===== src/rtl/lc3b_mem_arbiter.sv =====
// ---------------------------------------------------------------------------
// lc3b_mem_arbiter
//
// Shares the single physical-memory line port between the I-cache and the
// D-cache miss/writeback engines. One line transaction is in flight at a
// time. The D-cache has priority, but after D_STREAK_MAX consecutive D grants
// made while the I-cache was waiting, the next grant goes to the I-cache.
//
// Ports:
//   clk, rst_n                  clock, synchronous active-low reset
//   i_pmem_read/address         I-cache line-read request
//   i_pmem_rdata/resp           line data / completion back to I-cache
//   d_pmem_read/write/address   D-cache line-read or writeback request
//   d_pmem_wdata                D-cache writeback line
//   d_pmem_rdata/resp           line data / completion back to D-cache
//   pmem_read/write             registered memory strobes, held until resp
//   pmem_address/wdata          registered address / write line
//   pmem_rdata/resp             memory read line and completion pulse
//   busy                        high while a transaction is being served
// ---------------------------------------------------------------------------
module lc3b_mem_arbiter #(
    parameter int ADDR_W       = 16,
    parameter int LINE_W       = 128,
    parameter int D_STREAK_MAX = 4
) (
    input  logic              clk,
    input  logic              rst_n,
    input  logic              i_pmem_read,
    input  logic [ADDR_W-1:0] i_pmem_address,
    output logic [LINE_W-1:0] i_pmem_rdata,
    output logic              i_pmem_resp,
    input  logic              d_pmem_read,
    input  logic              d_pmem_write,
    input  logic [ADDR_W-1:0] d_pmem_address,
    input  logic [LINE_W-1:0] d_pmem_wdata,
    output logic [LINE_W-1:0] d_pmem_rdata,
    output logic              d_pmem_resp,
    output logic              pmem_read,
    output logic              pmem_write,
    output logic [ADDR_W-1:0] pmem_address,
    output logic [LINE_W-1:0] pmem_wdata,
    input  logic [LINE_W-1:0] pmem_rdata,
    input  logic              pmem_resp,
    output logic              busy
);

    typedef enum logic [1:0] {
        IDLE    = 2'd0,
        SERVE_I = 2'd1,
        SERVE_D = 2'd2
    } state_e;

    localparam logic [3:0] STREAK_MAX = 4'(D_STREAK_MAX);

    state_e            state_q, state_d;
    logic [3:0]        d_streak_q, d_streak_d;
    logic              pmem_read_q, pmem_read_d;
    logic              pmem_write_q, pmem_write_d;
    logic [ADDR_W-1:0] pmem_address_q, pmem_address_d;
    logic [LINE_W-1:0] pmem_wdata_q, pmem_wdata_d;

    logic d_req, i_req, streak_full, grant_d, grant_i;

    assign d_req       = d_pmem_read | d_pmem_write;
    assign i_req       = i_pmem_read;
    assign streak_full = (d_streak_q == STREAK_MAX);
    // D wins unless it has already starved a waiting I for a full streak.
    assign grant_d     = (state_q == IDLE) && d_req && !(i_req && streak_full);
    assign grant_i     = (state_q == IDLE) && i_req && !grant_d;

    // State register
    always_ff @(posedge clk) begin
        if (!rst_n) begin
            state_q        <= IDLE;
            d_streak_q     <= '0;
            pmem_read_q    <= 1'b0;
            pmem_write_q   <= 1'b0;
            pmem_address_q <= '0;
            pmem_wdata_q   <= '0;
        end else begin
            state_q        <= state_d;
            d_streak_q     <= d_streak_d;
            pmem_read_q    <= pmem_read_d;
            pmem_write_q   <= pmem_write_d;
            pmem_address_q <= pmem_address_d;
            pmem_wdata_q   <= pmem_wdata_d;
        end
    end

    // Next-state and latched-request logic
    always_comb begin
        state_d        = state_q;
        d_streak_d     = d_streak_q;
        pmem_read_d    = pmem_read_q;
        pmem_write_d   = pmem_write_q;
        pmem_address_d = pmem_address_q;
        pmem_wdata_d   = pmem_wdata_q;
        case (state_q)
            IDLE: begin
                if (grant_i) begin
                    state_d        = SERVE_I;
                    d_streak_d     = '0;
                    pmem_read_d    = 1'b1;
                    pmem_write_d   = 1'b0;
                    pmem_address_d = i_pmem_address;
                end else if (grant_d) begin
                    state_d        = SERVE_D;
                    // A writeback beats a simultaneous read request.
                    pmem_write_d   = d_pmem_write;
                    pmem_read_d    = !d_pmem_write;
                    pmem_address_d = d_pmem_address;
                    pmem_wdata_d   = d_pmem_wdata;
                    if (i_req && !streak_full)
                        d_streak_d = d_streak_q + 4'd1;
                end
                // The streak only measures how long I has been kept waiting.
                if (!i_req)
                    d_streak_d = '0;
            end
            SERVE_I, SERVE_D: begin
                if (pmem_resp) begin
                    state_d      = IDLE;
                    pmem_read_d  = 1'b0;
                    pmem_write_d = 1'b0;
                end
            end
            default: begin
                state_d      = IDLE;
                pmem_read_d  = 1'b0;
                pmem_write_d = 1'b0;
            end
        endcase
    end

    // Outputs: completion is forwarded combinationally to the granted side only.
    always_comb begin
        i_pmem_resp = 1'b0;
        d_pmem_resp = 1'b0;
        busy        = 1'b0;
        case (state_q)
            SERVE_I: begin
                busy        = 1'b1;
                i_pmem_resp = pmem_resp;
            end
            SERVE_D: begin
                busy        = 1'b1;
                d_pmem_resp = pmem_resp;
            end
            default: ;
        endcase
    end

    assign i_pmem_rdata = pmem_rdata;
    assign d_pmem_rdata = pmem_rdata;
    assign pmem_read    = pmem_read_q;
    assign pmem_write   = pmem_write_q;
    assign pmem_address = pmem_address_q;
    assign pmem_wdata   = pmem_wdata_q;

endmodule

===== config.mk =====
export PLATFORM = sky130hd
export DESIGN_NAME = lc3b_mem_arbiter
export DESIGN_NICKNAME = d
export VERILOG_FILES = /design/src/rtl/lc3b_mem_arbiter.sv
export SDC_FILE = /design/constraint.sdc
export NUM_CORES = 1
export LEC_CHECK = 0
export CORE_AREA = 2 2 270 272
export CTS_BUF_LIST = sky130_fd_sc_hd__clkbuf_4
export CTS_CLUSTER_SIZE = 16
export DETAILED_ROUTE_END_ITERATION = 6
export DIE_AREA = 0 0 272 274
export PLACE_DENSITY_LB_ADDON = 0.05
export SYNTH_ARGS = -nofsm -noshare
export SYNTH_HDL_FRONTEND = slang
export SYNTH_SLANG_ARGS = --single-unit

===== constraint.sdc =====
create_clock -name clk -period 1.5 [get_ports clk]
set_input_delay 0.15 -clock clk [delete_from_list [all_inputs] [get_ports clk]]
set_output_delay 0.15 -clock clk [all_outputs]
set_load 0.005 [all_outputs]

Word level (Yosys, flattened, before mapping). Index checks and enable logic that the tools add are counted.

Bits of input ports: 294. Word-level logic and storage cells: 53. Register bits after elaboration: 152.

Mux-type cells: 20. Reduce and logical (&&, ||, !) cells: 17. Equal/unequal tests: 7. $add $sub $neg: 1. Bitwise operators: 2.

Operators by type and width (count): 2-to-1 mux 16 bit (2); 2-to-1 mux 4 bit (4); 2-to-1 mux 1 bit (8); logical AND 1 bit (6); 2-to-1 mux 2 bit (3); inequality test 3 x 1 -> 1 bit (second input constant) (2); AND reduction 3 bit (2); adder 4 x 1 -> 4 bit (second input constant) (1); equality test 4 x 3 -> 1 bit (second input constant) (1); logical NOT 1 bit (4); case mux 1 bit (2 select lines) (2); case mux 2 bit (2 select lines) (1); AND reduction 2 bit (2); inequality test 3 bit (second input constant) (1); equality test 2 x 1 -> 1 bit (second input constant) (1); equality test 2 bit (second input constant) (1); logical NOT 2 bit (1); inequality test 2 x 1 -> 1 bit (second input constant) (1); nonzero test 2 bit (1); OR reduction 2 bit (1); inverter 1 bit (1); bitwise OR 1 bit (1).

Longest topological paths before layout.
Word-level depth: 8. Mapped depth: 8. Depth with buffers taken out: 5.

Worst setup path before layout. OpenSTA, ideal clock, no wires.

Path type: flip-flop to flip-flop. Start: reg d_streak_q[0]. End: reg pmem_wdata_q[0], in the netlist pmem_wdata[0]. Path slack: -0.147 ns. Arrival: 1.576 ns. Required time: 1.428 ns. Path buffers: 3. Library setup time: 0.072 ns. Cell stages (with the launch flop): 9. Cells stage by stage: dfxtp_1 -> inv_1 -> ha_1 -> and4b_1 -> buf_6 -> nor2_2 -> buf_4 -> buf_6 -> mux2i_1.

Cells in the longest elaborated chain, start to end: 8.

RTL lines: start: declaration (RTL line 56) `logic [3:0] d_streak_q, d_streak_d;`; start signal: assignment (RTL line 82) `d_streak_q <= d_streak_d;`; equality test 4 x 3 -> 1 bit * (RTL line 66) `assign streak_full = (d_streak_q == STREAK_MAX);`; logical AND 1 bit * (RTL line 68) `assign grant_d = (state_q == IDLE) && d_req && !(i_req && streak_full);`; logical NOT 1 bit * (RTL line 68); logical AND 1 bit * (RTL line 68); logical NOT 1 bit (RTL line 69) `assign grant_i = (state_q == IDLE) && i_req && !grant_d;`; logical AND 1 bit (RTL line 69); inverter 1 bit (no source line); AND reduction 3 bit (no source line) *; end signal: assignment (RTL line 86) `pmem_wdata_q <= pmem_wdata_d;`; end: declaration (RTL line 60) `logic [LINE_W-1:0] pmem_wdata_q, pmem_wdata_d;`.

Mark *: on every way between the ends. The rest lies on a longest branch, timed or not. A chain may end at the register's enable or synchronous reset.

Final worst setup path.
Start: reg state_q[1]. End: out i_pmem_resp.

Cells in the longest elaborated chain, start to end: 2.

RTL lines: start: declaration (RTL line 55) `state_e state_q, state_d;`; start signal: assignment (RTL line 81) `state_q <= state_d;`; equality test 2 x 1 -> 1 bit (RTL line 140) `case (state_q)`; 2-to-1 mux 1 bit (RTL line 140); end: declaration (RTL line 31) `output logic i_pmem_resp,`.

Every way passes these cells.

==> results.txt <==
Synth Instances: 943
outcome: complete, but fails checks
initial DRC count: 164
unrepaired setup endpoints after global routing: yes
Final ANT Viol Nets: 0
Post-Layout Cell Count: 2,206
total wire length: 32,000 um
internal power: 9.10 mW
crit start category: register
Comb pwr share: 39.4%
multiplexer share of the synthesized area: 17.4%
simple-gate portion of the synthesized area: 14.6%
fillers: 8,017
residual DRC count: 0
Total Routing Usage GR: 8.58%
largest family of logic cells by synthesized area: buffers and inverters
worst hold path type: in2reg
deepest clock path buffer count: 2
share of the synthesized area in the top cell type: 36.8%
Crit Path Class: reg2out
Root Driver: clkbuf_4
Tightest Pin Transition: 0.410 ns
fraction of registers with async set/reset: 0%
Cell variety after synth: 39
register bit total from synthesis: 152
Clock Power Share: 23.1%
Power Total: 13.5 mW
Worst VDD drop: 0.330 mV
Synth Net Count: 1,242
DR pass1 iterations: 4
Reg clk slew, reported paths: 0.15 ns
Slew headroom: 72.5%
Synth Cell Area: 8270 um2
first-pass GRT wire length: 46,900 um
sequential power share: 37.5%
clk sinks: 152
Hold Violations, Final: 0
Psw: 4.44 mW
Placed Cells: 1,967
GRT Residual Overflow: 0
count of boundary I/O pins: 699
Synth Area per Inst: 8.77 um2
P&R area growth vs syn: 68.1%
setup_tns: -14.22 ns
sw frac: 32.8%
vias: 6,930
Worst setup EP type: primary output
final setup fails: 142
Avg WL per Cell: 14.5 um
gpl congestion: 0.654
failing checks: negative setup slack
fin crit share: 116%
share of layout cells above drive strength 1: 39.4%
compound-gate portion of the synthesized area: 3.10%
Post-Synth Adder-Cell Area: 0.756%
die width: 272 um
ranking of synthesized cells by area: dfxtp_1, buf_4, mux2i_1
pre-CTS WS: -0.316 ns
CTS tree: built
Initial Utilization: 11.5%
post-layout util: 19.3%
# rows: 99
CTS buffer count: 17
largest net degree at the start of global routing: 86
top_reg_cell synth: dfxtp_1
Die Y: 274 um
Core Region: 72,000 um2
clock skew: 0.0418 ns
Max FO, Critical Path: 2
Max Slew Vio Count: 0
number of synthesis warnings: 0
post-DP HPWL: 22,800 um
PwrDens: 973 nW/um2
data required time at the worst endpoint: 1.35 ns
Fmax: 573 MHz
post-synthesis xor/xnor area fraction: 0%
Max-cap violations: 0
Post-synth EDFFs: 0
vias per std cell: 3.14
htree depth: 4
I/O Buffers: 314
initial antenna violation count: 1
nets: 1,532
vias in the first global route: 7,422
Leak Pwr: 5.86 nW
min Tclk post-route: 1.75 ns
sequential element share of the synthesized area: 36.8%
Final WS setup: -0.245 ns
die area: 74,500 um2
Worst-Skew Late Latency: 0.71 ns
cell taking the most area after synthesis: dfxtp_1
crit path DAT: 1.60 ns
-- cell type report --
class                      count  area (um2)  share of cell area [%]
clock buffer                  17         128                   0.917
tap                          959        1200                    8.62
inverter                       6        22.5                   0.162
multi-input combinational    477        3190                    22.9
clock inverter                15         178                    1.28
antenna                        1        2.50                  0.0180
timing repair buffer         579        5960                    42.8
sequential                   152        3230                    23.2
-- per-stage QoR --
step                      hold WS [ns]  area (um2)
final                            0.176       13900
after global routing            0.0453       13900
after global placement           0.300       11100
after detailed placement         0.300       11100
after floorplan                  0.292        8350
after CTS                      0.00566       13900
-- synthesized netlist by cell type, drive strengths merged (2+ instances only) --
library cell,instances
nor2b,4
inv,5
buf,279
clkbuf,29
o21ai,2
mux2i,144
a211oi,16
nand4,2
ha,5
dfxtp,152
or2,2
nand2b,3
and2,3
nor3,16
a21oi,2
o211ai,2
o22ai,2
nand3,2
nor2,2
nand2,259
-- critical path, cell delays in order, from the launching register on --
cell,delay (ns)
dfxtp_2,0.37
inv_2,0.06
buf_6,0.12
ha_4,0.14
and2_4,0.13
buf_6,0.11
-- power groups by stage --
stage / Sequential (mW) / Clock, mW / Combinational, mW
CTS: 5.09 / 3.52 / 5.65
global placement: 5.02 / 0 / 4.28
detailed placement: 5.00 / 0 / 4.24
floorplan: 5.01 / 0 / 2.32
global route: 5.17 / 3.58 / 5.79
finish: 5.08 / 3.13 / 5.33
-- layer usage --
layer	up-vias	share of wire, %	global-route usage, %
li1	3370	-	-
met1	3204	38	8.89
met2	253	49	14.2
met3	103	8.4	3.82
met4	0	4.3	5.32
met5	-	0	0.321
-- sequential cells by signal (all words and copies together), names as in the netlist --
name / count
d_streak_q: 4
pmem_address: 16
pmem_read: 1
pmem_wdata: 128
pmem_write: 1
state_q: 2
-- cells in the final DEF, fill, tap and decap left out, types with 15 or more instances in the layout --
master,Yosys,layout
a211oi_2,9,16
buf_6,14,114
dfxtp_2,0,149
nand2_1,259,259
buf_4,258,51
buf_12,0,26
clkdlybuf4s50_1,0,164
buf_2,6,52
dlygate4sd3_1,0,157
clkbuf_4,0,17
nor3_2,0,15
mux2i_1,144,144
-- worst paths after layout --
| kind | cells past startpoint | slack (ns) | start | end |
|---|---|---|---|---|
| worst min register to register | 2 | 0.46 | pmem_wdata[78] | pmem_wdata[78] |
| worst max-delay path | 5 | -0.25 | state_q[1] | i_pmem_resp |
| worst max register to register | 8 | -0.16 | d_streak_q[0] | pmem_wdata[121] |
| worst min-delay path | 3 | 0.18 | d_pmem_address[6] | pmem_address[6] |
-- cell families after synthesis --
family,count (synthesis)
AO/OA/AOI/OAI,29
adder cells (fa/ha/maj),5
buffers and inverters,314
flip-flops,152
multiplexers,144
AND/OR/NAND/NOR,299
-- repair_timing --
item	CTS	global route
pin swaps	9	6
buffers inserted	46	10
endpoints found under the setup margin	298	216
hold buffers	157	0
cloned	10	0
resized for setup	925	43
hold endpoints to repair	152	0
No activity file was read; power rests on OpenSTA's default activity.
